[config.mk]
export PLATFORM = sky130hd
export DESIGN_NAME = fp_tree_accumulator_flat
export DESIGN_NICKNAME = d
export VERILOG_FILES = /design/src/rtl/fp_tree_accumulator_if.sv /design/src/rtl/fp_tree_accumulator.sv /design/src/flat_wrapper.sv
export SDC_FILE = /design/constraint.sdc
export NUM_CORES = 1
export LEC_CHECK = 0
export ABC_AREA = 1
export CAP_MARGIN = 30
export CORE_MARGIN = 4
export CORE_UTILIZATION = 35
export CTS_BUF_LIST = sky130_fd_sc_hd__clkbuf_16
export CTS_CLUSTER_DIAMETER = 40
export CTS_CLUSTER_SIZE = 14
export DETAILED_ROUTE_END_ITERATION = 10
export GPL_TIMING_DRIVEN = 0
export SYNTH_ARGS = -nofsm -noshare
export SYNTH_HDL_FRONTEND = slang
export SYNTH_SLANG_ARGS = --single-unit
[constraint.sdc]
create_clock -name clock -period 3.3 [get_ports clock]
set_input_delay 0.66 -clock clock [delete_from_list [all_inputs] [get_ports clock]]
set_output_delay 0.66 -clock clock [all_outputs]
set_load 0.01 [all_outputs]
[src/rtl/fp_tree_accumulator_if.sv]
// Stream bundle between the adder tree, the accumulator and its consumer.
// Slave side is the accumulator; master side feeds words and accepts results.
interface fp_tree_accumulator_if #(
   parameter int WIDTH = 16
);
   logic             data_valid;
   logic [WIDTH-1:0] data;
   logic             in_ready;
   logic             result_valid;
   logic [WIDTH-1:0] result;
   logic             result_ready;

   modport master (
      output data_valid, data, result_ready,
      input  in_ready, result_valid, result
   );

   modport slave (
      input  data_valid, data, result_ready,
      output in_ready, result_valid, result
   );
endinterface

[src/rtl/fp_tree_accumulator.sv]
// Accumulates a window of bfloat16 tree partial sums onto a bias through a
// small FIFO and a multi-cycle truncating FP adder, with optional ReLU.
module fp_tree_accumulator #(
   parameter int EXP        = 8,
   parameter int MANT       = 7,
   parameter int WIDTH      = 16,
   parameter int FIFO_DEPTH = 4,
   parameter int COUNT_W    = 8
) (
   input  logic               clock,
   input  logic               clock_areset_n,
   fp_tree_accumulator_if.slave bus,
   input  logic [COUNT_W-1:0] beats,
   input  logic [WIDTH-1:0]   bias,
   input  logic               relu_en,
   output logic               overflow,
   output logic               drop_err
);

   localparam int AW = $clog2(FIFO_DEPTH);
   localparam int M2 = MANT + 2;
   localparam int EW = EXP + 2;
   localparam logic [EXP-1:0] DMAX = EXP'(MANT + 1);
   localparam logic [EW-1:0]  EMAX = {2'b00, {EXP{1'b1}}};

   typedef enum logic [2:0] {
      S_IDLE, S_WAIT, S_POP, S_ALIGN, S_ADD, S_NORM, S_OUT
   } state_t;

   state_t state_q;

   logic [WIDTH-1:0] mem_q [FIFO_DEPTH];
   logic [AW:0]      wr_q, rd_q;
   logic             full, empty, push, pop;
   logic [WIDTH-1:0] head;

   logic [WIDTH-1:0]   acc_q, b_q, res_q;
   logic [COUNT_W-1:0] cnt_q;
   logic               relu_q, res_valid_q, ovf_q, drop_q;
   logic [MANT:0]      xm_q, ym_q;
   logic               xs_q, ys_q, sgn_q;
   logic [EXP-1:0]     ex_q;
   logic [M2-1:0]      sum_q;

   assign empty = (wr_q == rd_q);
   assign full  = (wr_q[AW] != rd_q[AW]) &&
                  (wr_q[AW-1:0] == rd_q[AW-1:0]);
   assign push  = bus.data_valid && !full;
   assign pop   = (state_q == S_POP);
   assign head  = mem_q[rd_q[AW-1:0]];

   assign bus.in_ready     = !full;
   assign bus.result_valid = res_valid_q;
   assign bus.result       = res_q;
   assign overflow         = ovf_q;
   assign drop_err         = drop_q;

   always_ff @(posedge clock) begin
      if (push) mem_q[wr_q[AW-1:0]] <= bus.data;
   end

   always_ff @(posedge clock or negedge clock_areset_n) begin
      if (!clock_areset_n) begin
         wr_q <= '0;
         rd_q <= '0;
      end else begin
         if (push) wr_q <= wr_q + 1'b1;
         if (pop)  rd_q <= rd_q + 1'b1;
      end
   end

   // Alignment: larger-exponent operand becomes x, the other is truncated.
   logic [EXP-1:0] ea, eb, ed, ex_d;
   logic [MANT:0]  ma, mb, xm_d, ym_d;
   logic           sa, sb, xs_d, ys_d;

   always_comb begin
      ea = acc_q[WIDTH-2 -: EXP];
      eb = b_q[WIDTH-2 -: EXP];
      ma = (ea == '0) ? '0 : {1'b1, acc_q[MANT-1:0]};
      mb = (eb == '0) ? '0 : {1'b1, b_q[MANT-1:0]};
      sa = (ea != '0) && acc_q[WIDTH-1];
      sb = (eb != '0) && b_q[WIDTH-1];
      if (ea >= eb) begin
         ed   = ea - eb;
         ex_d = ea;
         xm_d = ma;
         xs_d = sa;
         ym_d = (ed > DMAX) ? '0 : (mb >> ed);
         ys_d = sb;
      end else begin
         ed   = eb - ea;
         ex_d = eb;
         xm_d = mb;
         xs_d = sb;
         ym_d = (ed > DMAX) ? '0 : (ma >> ed);
         ys_d = sa;
      end
   end

   logic [M2-1:0] sum_d;
   logic          sgn_d;

   always_comb begin
      if (xs_q == ys_q) begin
         sum_d = {1'b0, xm_q} + {1'b0, ym_q};
         sgn_d = xs_q;
      end else if (xm_q >= ym_q) begin
         sum_d = {1'b0, xm_q - ym_q};
         sgn_d = xs_q;
      end else begin
         sum_d = {1'b0, ym_q - xm_q};
         sgn_d = ys_q;
      end
   end

   logic [EW-1:0]    lz_d, en_d;
   logic [M2-1:0]    sh_d;
   logic [MANT-1:0]  nm_d;
   logic             ovf_d;
   logic [WIDTH-1:0] norm_d;

   always_comb begin
      lz_d = '0;
      for (int i = 0; i <= MANT; i++) begin
         if (sum_q[i]) lz_d = EW'(MANT - i);
      end
      sh_d   = sum_q << lz_d;
      ovf_d  = 1'b0;
      norm_d = '0;
      if (sum_q[M2-1]) begin
         en_d = {2'b00, ex_q} + EW'(1);
         nm_d = sum_q[MANT:1];
      end else begin
         en_d = {2'b00, ex_q} - lz_d;
         nm_d = sh_d[MANT-1:0];
      end
      // Zero or exponent reaching 0 both collapse to +0.
      if (sum_q == '0 ||
          (!sum_q[M2-1] && {2'b00, ex_q} <= lz_d)) begin
         norm_d = '0;
      end else if (en_d >= EMAX) begin
         ovf_d  = 1'b1;
         norm_d = {sgn_q, {(EXP-1){1'b1}}, 1'b0, {MANT{1'b1}}};
      end else begin
         norm_d = {sgn_q, en_d[EXP-1:0], nm_d};
      end
   end

   always_ff @(posedge clock or negedge clock_areset_n) begin
      if (!clock_areset_n) begin
         state_q     <= S_IDLE;
         acc_q       <= '0;
         b_q         <= '0;
         cnt_q       <= '0;
         relu_q      <= 1'b0;
         xm_q        <= '0;
         ym_q        <= '0;
         xs_q        <= 1'b0;
         ys_q        <= 1'b0;
         ex_q        <= '0;
         sum_q       <= '0;
         sgn_q       <= 1'b0;
         res_q       <= '0;
         res_valid_q <= 1'b0;
         ovf_q       <= 1'b0;
         drop_q      <= 1'b0;
      end else begin
         if (bus.data_valid && full) drop_q <= 1'b1;
         unique case (state_q)
            S_IDLE: begin
               if (!empty) begin
                  acc_q   <= bias;
                  cnt_q   <= (beats == '0) ? COUNT_W'(1) : beats;
                  relu_q  <= relu_en;
                  state_q <= S_POP;
               end
            end
            S_WAIT: begin
               if (!empty) state_q <= S_POP;
            end
            S_POP: begin
               b_q     <= head;
               state_q <= S_ALIGN;
            end
            S_ALIGN: begin
               xm_q    <= xm_d;
               ym_q    <= ym_d;
               xs_q    <= xs_d;
               ys_q    <= ys_d;
               ex_q    <= ex_d;
               state_q <= S_ADD;
            end
            S_ADD: begin
               sum_q   <= sum_d;
               sgn_q   <= sgn_d;
               state_q <= S_NORM;
            end
            S_NORM: begin
               acc_q <= norm_d;
               cnt_q <= cnt_q - COUNT_W'(1);
               if (ovf_d) ovf_q <= 1'b1;
               if (cnt_q == COUNT_W'(1)) begin
                  res_valid_q <= 1'b1;
                  res_q <= (relu_q && norm_d[WIDTH-1]) ? '0 : norm_d;
                  state_q <= S_OUT;
               end else if (!empty) begin
                  state_q <= S_POP;
               end else begin
                  state_q <= S_WAIT;
               end
            end
            S_OUT: begin
               if (bus.result_ready) begin
                  res_valid_q <= 1'b0;
                  res_q       <= '0;
                  state_q     <= S_IDLE;
               end
            end
            default: state_q <= S_IDLE;
         endcase
      end
   end

endmodule

[src/flat_wrapper.sv]
// flat-port wrapper written by rule: the top's interface ports become plain ports
module fp_tree_accumulator_flat 
#(
   parameter int EXP        = 8,
   parameter int MANT       = 7,
   parameter int WIDTH      = 16,
   parameter int FIFO_DEPTH = 4,
   parameter int COUNT_W    = 8
)
  (clock, clock_areset_n, beats, bias, relu_en, overflow, drop_err, bus_data_valid, bus_data, bus_result_ready, bus_in_ready, bus_result_valid, bus_result);
  fp_tree_accumulator_if #(.WIDTH(WIDTH)) bus_i ();
  input  logic clock;
  input  logic clock_areset_n;
  input  logic [COUNT_W-1:0] beats;
  input  logic [WIDTH-1:0] bias;
  input  logic relu_en;
  output logic overflow;
  output logic drop_err;
  input wire logic [$bits(bus_i.data_valid)-1:0] bus_data_valid;
  input wire logic [$bits(bus_i.data)-1:0] bus_data;
  input wire logic [$bits(bus_i.result_ready)-1:0] bus_result_ready;
  output wire logic [$bits(bus_i.in_ready)-1:0] bus_in_ready;
  output wire logic [$bits(bus_i.result_valid)-1:0] bus_result_valid;
  output wire logic [$bits(bus_i.result)-1:0] bus_result;
  assign bus_i.data_valid = bus_data_valid;
  assign bus_i.data = bus_data;
  assign bus_i.result_ready = bus_result_ready;
  assign bus_in_ready = bus_i.in_ready;
  assign bus_result_valid = bus_i.result_valid;
  assign bus_result = bus_i.result;
  fp_tree_accumulator #(.EXP(EXP), .MANT(MANT), .WIDTH(WIDTH), .FIFO_DEPTH(FIFO_DEPTH), .COUNT_W(COUNT_W)) u_core (.clock(clock), .clock_areset_n(clock_areset_n), .bus(bus_i), .beats(beats), .bias(bias), .relu_en(relu_en), .overflow(overflow), .drop_err(drop_err));
endmodule
==> summary.txt, run 1 <==
clock latency on the worst-skew pair: 0.43 ns
CP Data Required Time: 3.62 ns
slew of the pin with the lowest slew margin: 0.916 ns
chip height: 180 µm
Initial DRT Pass Iterations: 5
#FFs+latches synth: 169
PortBufs: 64
Cell Count, Final, Fillers Out: 1,796
Fillers: 2,933
Post-Synthesis Cells: 1,298
area overhead of the layout relative to synthesis: 19.4%
number of global-route vias before repair: 8,820
Min-Delay Path Class: in2async
# setup viols final: 0
Max Slew Vio Count: 0
post-DP HPWL: 21.9 mm
global placement routability congestion: 0.898
max_cap viols: 0
Vias: 9,039
status: completed
layout cells sized above 1: 9.21%
fin nets: 1,500
Synthesized Nets: 1,399
CTS sink cnt: 169
flop-to-flop setup slack: 0.22 ns
Overflow after GRT: 0
Root Buffer: clkbuf_16
final setup TNS: 0 ns
WS Path Type: reg2reg
Worst setup EP type: register
clock slew at reported path FFs: 0.07 ns
DR vias/cell: 5.03
Post-Synthesis Cell Area: 10,400 µm²
Initial Util: 35.8%
drt drc: 0
hold_buf cts: 0
DIE AREA: 32,500 µm²
Ys Warns: 0
syn_area_per_cell: 8.00 µm²
period utilization: 93.4%
minimum clock period: 3.08 ns
number of flops mapped to enable cells by yosys: 64
DRT Wirelength: 28.5 mm
post-route ant nets: 0
CTS tree: yes
total track usage: 17.4%
largest net degree at the start of global routing: 57
ys async rst share: 62.1%
Final Hold Fails: 0
clock buffer count from CTS: 17
reg2reg start: u_core.sum_q[3]$_DFFE_PN0P_
critical path launch point type: register
f_max: 324 MHz
Data arrival, critical path: 3.40 ns
commonest non-fill, non-tap cell in the layout: nand2_1
H-tree levels: 4
sequential share of the synthesized area: 43.8%
diode count: 0
Reg area: 4550 µm²
clock skew: 0.0154 ns
first-pass GRT wire length: 46.5 mm
Avg WL per Cell: 15.8 µm
leading cell types in the layout, fill and taps excluded: nand2_1, inv_1, nor2_1, o21ai_0, dfrtp_1
Initial DRC Count: 606
Worst Setup SP: u_core.sum_q[3]$_DFFE_PN0P_
Synth Flop Type: dfrtp_1
Slew headroom: 38.9%
initial antenna violation count: 0
Post-Place Cells: 1,750
Multi-input gate area: 5060 µm²
FP Rows: 62
CP max FO: 6
die width: 180 µm
core area: 29,000 µm²
I/O pin count: 65
post-synth cell types: 54
clock tree buffer depth: 2
logic make-up after synthesis:
| group | after synthesis | share of synthesized area, % |
|---|---|---|
| DFF | 169 | 43.8 |
| adders and majority gates | 56 | 7.18 |
| AOI/OAI and AO/OA | 271 | 14.8 |
| xor gates and xnor gates | 33 | 2.78 |
| and+or+nand+nor | 555 | 23.0 |
| buffers and inverters | 214 | 8.33 |
cells in the mapped netlist, types with 2 or more instances:
library cell	n	area share, %
a211oi_1	6	0.43
a21o_1	3	0.22
a21oi_1	60	2.9
a221oi_1	3	0.25
a22oi_1	9	0.65
a31oi_1	11	0.66
buf_1	2	0.072
buf_2	15	0.72
buf_6	5	0.54
clkbuf_1	24	0.87
clkinv_1	2	0.072
dfrtp_1	105	25
edfxtp_1	64	19
fa_1	6	1.2
ha_1	50	6.0
inv_1	158	5.7
inv_2	6	0.22
nand2_1	299	11
nand2_2	6	0.36
nand3_1	66	3.2
nand4_1	29	1.7
nor2_1	127	4.6
nor2_2	4	0.24
nor2_4	3	0.33
nor3_1	8	0.39
nor4_1	3	0.18
o211ai_1	13	0.94
o211ai_2	2	0.24
o21ai_0	119	5.7
o21ai_1	10	0.48
o21bai_1	2	0.14
o221ai_1	2	0.17
o22ai_1	24	1.4
xnor2_1	10	0.84
xor2_1	23	1.9
through the flow:
step	instance area [µm²]	hold slack [ns]	util (%)	setup WS (ns)
global placement	11500	0.445	39.6	-2.61
global route	12400	0.318	42.7	-0.0172
detailed placement	11600	0.454	39.9	-0.164
CTS	12200	0.280	42.1	0.0395
floorplan	10400	0.364	-	0.486
finish	12400	0.272	42.7	0.218
worst paths after layout:
check | cells past startpoint | endpoint
min in group clock | 1 | u_core.drop_err$_DFFE_PN0P_
max reg2reg | 21 | u_core.acc_q[6]$_DFFE_PN0P_
max | 21 | u_core.acc_q[6]$_DFFE_PN0P_
max in group asynchronous | 2 | u_core.rd_q[2]$_DFFE_PN0P_
min | 1 | u_core.bus.result[11]$_DFFE_PN0P_
min reg2reg | 1 | u_core.drop_err$_DFFE_PN0P_
cell type report:
type,count,area share (%)
plain buffers,47,1.96
clock buffers,17,3.43
clock inverters,15,1.52
inverters,167,5.09
multi-input cells,915,40.8
flip-flops and latches,169,36.7
well taps,384,3.87
repair buffers,82,6.65
sequential cells by signal (all words and copies together) (netlist names), 3 cells and up:
name               flops
u_core.mem_q          64
u_core.acc_q          16
u_core.b_q            16
u_core.bus.result     16
u_core.sum_q           9
u_core.cnt_q           8
u_core.ex_q            8
u_core.xm_q            8
u_core.ym_q            8
u_core.rd_q            3
u_core.state_q         3
u_core.wr_q            3
what timing repair did:
item                       CTS  global route
setup buffers                1            13
gates resized for setup      5            26
setup endpoints to repair   20            30
pin swaps                    0            11
critical path, stage by stage, from the launching register on:
cell,delay (ns)
dfrtp_1,0.44
inv_2,0.10
nand2_1,0.06
a21oi_2,0.10
nor3_1,0.08
nor3_4,0.30
inv_2,0.15
fa_2,0.38
nand2_1,0.06
nand2_1,0.07
nor2_2,0.14
nand2_1,0.08
nand2_1,0.10
xor2_2,0.18
nor3_2,0.07
nand2_1,0.11
nand2_4,0.09
buf_12,0.14
nor2_1,0.08
nand2_1,0.09
nand3_1,0.07
nand2_1,0.07
metal layers:
| layer | GRT usage, % | vias to the layer above | wire length (µm) |
|---|---|---|---|
| met3 | 2.66 | 24 | 1140 |
| met2 | 29.5 | 223 | 13800 |
| met4 | 4.23 | 0 | 359 |
| met5 | 0 | - | 0 |
| li1 | - | 4529 | - |
| met1 | 23.6 | 4263 | 13100 |
Power of run 1 is left out: the tool's default activity adds up to more than one toggle a clock period on the data nets, which glitch-free logic cannot reach.
==> run 2, diff against run 1 <==
--- a/config.mk
+++ b/config.mk
@@ -7,7 +7,7 @@
 export LEC_CHECK = 0
 export ABC_AREA = 1
 export CAP_MARGIN = 30
-export CORE_MARGIN = 4
+export CORE_MARGIN = 3
 export CORE_UTILIZATION = 35
 export CTS_BUF_LIST = sky130_fd_sc_hd__clkbuf_16
 export CTS_CLUSTER_DIAMETER = 40
==> run 2 against run 1 <==
Net effect: design area down 0.40%; worst hold slack lost 0.040 ns; critical path depth is 1 higher; count of clock-buffer cells in the layout unchanged; register-to-register slack is essentially flat; die area is 2.2% lower; wire length fell by 1.8%.
==> summary.txt, run 2 (synthesized netlist as in run 1, its figures left out) <==
Slew headroom: 38.7% (-0.16 points)
final setup TNS: 0 ns (unchanged)
chip height: 178 µm (-1.1%)
initial antenna violation count: 0 (unchanged)
fin nets: 1,498 (-0.13%)
period utilization: 93.6% (+0.19 points)
H-tree levels: 4 (unchanged)
area overhead of the layout relative to synthesis: 18.9%
max FFs per register: 64 (unchanged)
layout cells sized above 1: 9.08% (-0.13 points)
CTS tree: yes
DIE AREA: 31,800 µm² (-2.2%)
drt drc: 0 (unchanged)
minimum clock period: 3.09 ns (+0.00629 ns)
CP Data Required Time: 3.65 ns (+0.03 ns)
I/O pin count: 65 (unchanged)
Worst setup EP type: register
clock buffer count from CTS: 17 (unchanged)
# setup viols final: 0 (unchanged)
largest net degree at the start of global routing: 58 (+1.8%)
Initial DRC Count: 653 (+7.8%)
Initial DRT Pass Iterations: 5 (unchanged)
CP max FO: 8 (+2)
FP Rows: 62 (unchanged)
clock skew: 0.0254 ns (+0.00992 ns)
total track usage: 18.0% (+0.56 points)
post-route ant nets: 0 (unchanged)
Initial Util: 35.9% (+0.096 points)
clock tree buffer depth: 2 (unchanged)
Vias: 8,940 (-1.1%)
Data arrival, critical path: 3.44 ns (+0.04 ns)
WS Path Type: reg2reg
core area: 28,900 µm² (-0.27%)
clock slew at reported path FFs: 0.09 ns (+0.02 ns)
commonest non-fill, non-tap cell in the layout: nand2_1
Root Buffer: clkbuf_16
Min-Delay Path Class: in2async
global placement routability congestion: 0.935 (+4.2%)
CTS sink cnt: 169 (unchanged)
hold_buf cts: 0 (unchanged)
Overflow after GRT: 0 (unchanged)
status: completed
max_cap viols: 0 (unchanged)
number of global-route vias before repair: 8,720 (-1.1%)
f_max: 324 MHz (-0.20%)
leading cell types in the layout, fill and taps excluded: nand2_1, inv_1, nor2_1, o21ai_0, dfrtp_1
PortBufs: 64 (unchanged)
Avg WL per Cell: 15.6 µm (-1.6%)
slew of the pin with the lowest slew margin: 0.918 ns (+0.00238 ns)
DR vias/cell: 4.98 (-0.98%)
die width: 178 µm (-1.1%)
diode count: 0 (unchanged)
post-DP HPWL: 21.3 mm (-2.5%)
DRT Wirelength: 28.0 mm (-1.8%)
Final Hold Fails: 0 (unchanged)
clock latency on the worst-skew pair: 0.45 ns (+0.02 ns)
Max Slew Vio Count: 0 (unchanged)
critical path launch point type: register
Hold WS: 0.232 ns (-0.0401 ns)
post-layout util: 42.7% (-0.058 points)
first-pass GRT wire length: 45.2 mm (-2.9%)
## run 2: area by class of cell
| class | instances | area [µm²] |
|---|---|---|
| Sequential cell | 169 | 4550 |
| Inverter | 167 | 633 |
| Clock inverter | 15 | 173 |
| Fill cell | 2906 | 16600 |
| Multi-Input combinational cell | 915 | 5050 |
| Clock buffer | 17 | 425 |
| Timing Repair Buffer | 80 | 793 |
| Buffer | 47 | 243 |
| Tap cell | 384 | 480 |
## run 2: worst paths after layout
check	slack (ns)	depth (start not counted)	start	end
min reg2reg	0.47	1	u_core.overflow$_DFFE_PN0P_	u_core.overflow$_DFFE_PN0P_
max reg2reg	0.21	22	u_core.sum_q[2]$_DFFE_PN0P_	u_core.acc_q[9]$_DFFE_PN0P_
max in group asynchronous	2.33	2	clock_areset_n	u_core.sum_q[7]$_DFFE_PN0P_
min	0.23	1	clock_areset_n	u_core.cnt_q[5]$_DFFE_PN0P_
min in group clock	0.47	1	u_core.overflow$_DFFE_PN0P_	u_core.overflow$_DFFE_PN0P_
max	0.21	22	u_core.sum_q[2]$_DFFE_PN0P_	u_core.acc_q[9]$_DFFE_PN0P_
## run 2: per-layer routing
metal	wire, µm	up-vias	part of all wire (%)	track usage (%)
met2	13400	201	48	30.7
met5	0	-	0	0
li1	-	4528	-	-
met4	592	0	2.1	5.10
met1	12800	4169	46	23.7
met3	1150	42	4.1	2.79
## run 2: timing repair
action / in CTS / in global routing
setup endpoints to repair: 19 / 29
gates resized for setup: 6 / 25
setup buffers: 0 / 13
hold endpoints to repair: 0 / 0
gates cloned: 0 / 0
pin swaps: 0 / 16
## run 2: metrics by stage
| stage | cells | cell area [µm²] | setup WS [ns] |
|---|---|---|---|
| 6_report | 1794 | 12300 | 0.212 |
| 3_3_place_gp | 1746 | 11500 | -2.67 |
| 4_1_cts | 1781 | 12200 | 0.0149 |
| 5_1_grt | 1794 | 12300 | -0.0362 |
| 3_5_place_dp | 1749 | 11600 | -0.209 |
| 2_1_floorplan | 1298 | 10400 | 0.486 |
## run 2: critical path: stages (launching register included)
cell     delay, ns
dfrtp_1       0.42
inv_2         0.12
nand2_1       0.06
a21oi_1       0.12
nor3_1        0.09
nor3_4        0.27
inv_2         0.12
fa_2          0.37
nand2_1       0.08
nand2_2       0.07
nor2_4        0.12
nand3_2       0.07
nand3_1       0.07
nand2_1       0.06
inv_2         0.06
nand2_1       0.06
nor3_2        0.16
nand2_1       0.10
nand2_4       0.15
inv_6         0.07
nand2_1       0.06
nand2_1       0.12
a21oi_2       0.17
Power of run 2 is left out for the same reason.
==> run 3, diff against run 2 <==
--- a/config.mk
+++ b/config.mk
@@ -14,6 +14,7 @@
 export CTS_CLUSTER_SIZE = 14
 export DETAILED_ROUTE_END_ITERATION = 10
 export GPL_TIMING_DRIVEN = 0
+export SETUP_SLACK_MARGIN = 0.2
 export SYNTH_ARGS = -nofsm -noshare
 export SYNTH_HDL_FRONTEND = slang
 export SYNTH_SLANG_ARGS = --single-unit
==> run 3 against run 2 <==
Net effect: sequential share of layout area fell by 0.33 points; worst hold slack improved by 0.00058 ns; core utilization rose by 0.43 points; flip-flop and latch count stayed put; cell count is 0.17% higher.
==> summary.txt, run 3 (synthesized netlist as in run 1, its figures left out) <==
status: completed
WS Path Type: reg2reg
# setup viols final: 0 (unchanged)
post-route cell area: 12,500 µm² (+1.0%)
PortBufs: 64 (unchanged)
Overflow after GRT: 0 (unchanged)
minimum clock period: 3.02 ns (-0.0689 ns)
RSZ-0062 raised after global routing: yes
chip height: 178 µm (unchanged)
post-DP HPWL: 21.3 mm (unchanged)
hold_buf cts: 0 (unchanged)
DR vias/cell: 5.03 (+1.0%)
first-pass GRT wire length: 45.4 mm (+0.47%)
f_max: 331 MHz (+2.3%)
CP max-delay cell: dfrtp_1
DIE AREA: 31,800 µm² (unchanged)
layout cells sized above 1: 11.0% (+2.0 points)
Reg area: 4560 µm² (+0.11%)
clock latency on the worst-skew pair: 0.45 ns (about the same)
CTS tree: yes
Avg WL per Cell: 15.8 µm (+1.3%)
FP Rows: 62 (unchanged)
period utilization: 91.5% (-2.1 points)
DRT Wirelength: 28.4 mm (+1.5%)
critical path launch point type: register
Initial DRC Count: 650 (-0.46%)
Slew headroom: 39.6% (+0.86 points)
number of global-route vias before repair: 8,766 (+0.53%)
clock tree buffer depth: 2 (unchanged)
Initial Util: 35.9% (unchanged)
setup ws final: 0.280 ns (+0.0689 ns)
die width: 178 µm (unchanged)
largest net degree at the start of global routing: 58 (unchanged)
CP max FO: 8 (unchanged)
post-route ant nets: 0 (unchanged)
max_cap viols: 0 (unchanged)
Data arrival, critical path: 3.39 ns (-0.05 ns)
fin nets: 1,501 (+0.20%)
crit-path max cell delay: 0.40 ns (-0.02 ns)
Post-Place Cells: 1,749 (unchanged)
I/O pin count: 65 (unchanged)
core area: 28,900 µm² (unchanged)
leading cell types in the layout, fill and taps excluded: nand2_1, inv_1, nor2_1, o21ai_0, dfrtp_1
H-tree levels: 4 (unchanged)
Root Buffer: clkbuf_16
DP Worst Slack: -0.209 ns (unchanged)
Min-Delay Path Class: in2async
Max Slew Vio Count: 0 (unchanged)
clock slew at reported path FFs: 0.09 ns (about the same)
placed inst area: 11,600 µm² (unchanged)
worst-path cell chain: inv_2 > a21oi_2 > o21ai_1 > nand3_1 > nand2_2 > buf_6 > ha_4 > inv_2 > fa_2 > nand2_2 > nand2_2 > nor2_4 > nand3_2 > nand3_2 > nand2_2 > inv_2 > nand2_2 > nor3_2 > nand2_1 > nand2_4 > inv_6 > o211ai_1 > nand2_1 > nand2_1
Final Hold Fails: 0 (unchanged)
clock skew: 0.0248 ns (-0.000526 ns)
total track usage: 18.1% (+0.086 points)
commonest non-fill, non-tap cell in the layout: nand2_1
CTS sink cnt: 169 (unchanged)
CP Data Required Time: 3.67 ns (+0.02 ns)
area overhead of the layout relative to synthesis: 20.1%
slew of the pin with the lowest slew margin: 0.905 ns (-0.0129 ns)
Worst setup EP type: register
max FFs per register: 64 (unchanged)
diode count: 0 (unchanged)
Vias: 9,047 (+1.2%)
Fillers: 2,891 (-0.52%)
clock buffer count from CTS: 17 (unchanged)
initial antenna violation count: 0 (unchanged)
CP dominant cell by count: nand2_2
Multi-input gate area: 5140 µm² (+1.8%)
global placement routability congestion: 0.935 (unchanged)
Cell Count, Final, Fillers Out: 1,797 (+0.17%)
drt drc: 0 (unchanged)
Initial DRT Pass Iterations: 5 (unchanged)
-- run 3: cell count changes in the layout (fill, tap and decap cells not counted), sizes merged --
cell and change:
buf +3
-- run 3: critical path: cells and delay by family (launching register included) --
kind	cells	cell delay, ns
buffers and inverters	5	0.38
flip-flops	1	0.40
adder cells (fa/ha/maj)	2	0.49
AND/OR/NAND/NOR	14	1.32
AO/OA/AOI/OAI	3	0.34
-- run 3: routing by layer --
metal	vias to the layer above	GRT usage, %	wire [µm]
li1	4527	-	-
met1	4216	23.6	12800
met2	250	31.0	13600
met3	54	2.85	1300
met4	0	5.16	627
met5	-	0	0
-- run 3: timing repair --
action | CTS | global route
resized for setup | 14 | 46
pin swaps | 5 | 27
setup endpoints to repair | 28 | 31
setup buffers | 6 | 10
gates cloned | 0 | 0
-- run 3: path summary, 6_finish.rpt --
check	from	cells past startpoint	slack (ns)	endpoint
setup / recovery	u_core.sum_q[1]$_DFFE_PN0P_	24	0.28	u_core.acc_q[2]$_DFFE_PN0P_
hold / removal	clock_areset_n	1	0.23	u_core.cnt_q[5]$_DFFE_PN0P_
setup reg to reg	u_core.sum_q[1]$_DFFE_PN0P_	24	0.28	u_core.acc_q[2]$_DFFE_PN0P_
hold reg to reg	u_core.overflow$_DFFE_PN0P_	1	0.47	u_core.overflow$_DFFE_PN0P_
max in group asynchronous	clock_areset_n	2	2.32	u_core.sum_q[0]$_DFFE_PN0P_
min in group clock	u_core.overflow$_DFFE_PN0P_	1	0.47	u_core.overflow$_DFFE_PN0P_
-- run 3: cell type report --
class | instances | area share (%)
Sequential cell | 169 | 36.5
Clock inverter | 15 | 1.38
Tap cell | 384 | 3.85
Inverter | 167 | 5.08
Buffer | 47 | 1.96
Timing Repair Buffer | 83 | 6.57
Multi-Input combinational cell | 915 | 41.2
Clock buffer | 17 | 3.41
-- run 3: per-stage QoR --
stage | util, % | setup TNS (ns) | hold slack, ns
2_1_floorplan | - | 0 | 0.364
3_3_place_gp | 39.8 | -279.89 | 0.453
3_5_place_dp | 40.0 | -1.19 | 0.452
4_1_cts | 42.3 | 0 | 0.249
5_1_grt | 43.1 | 0 | 0.269
6_report | 43.1 | 0 | 0.233
Power of run 3 is left out for the same reason.
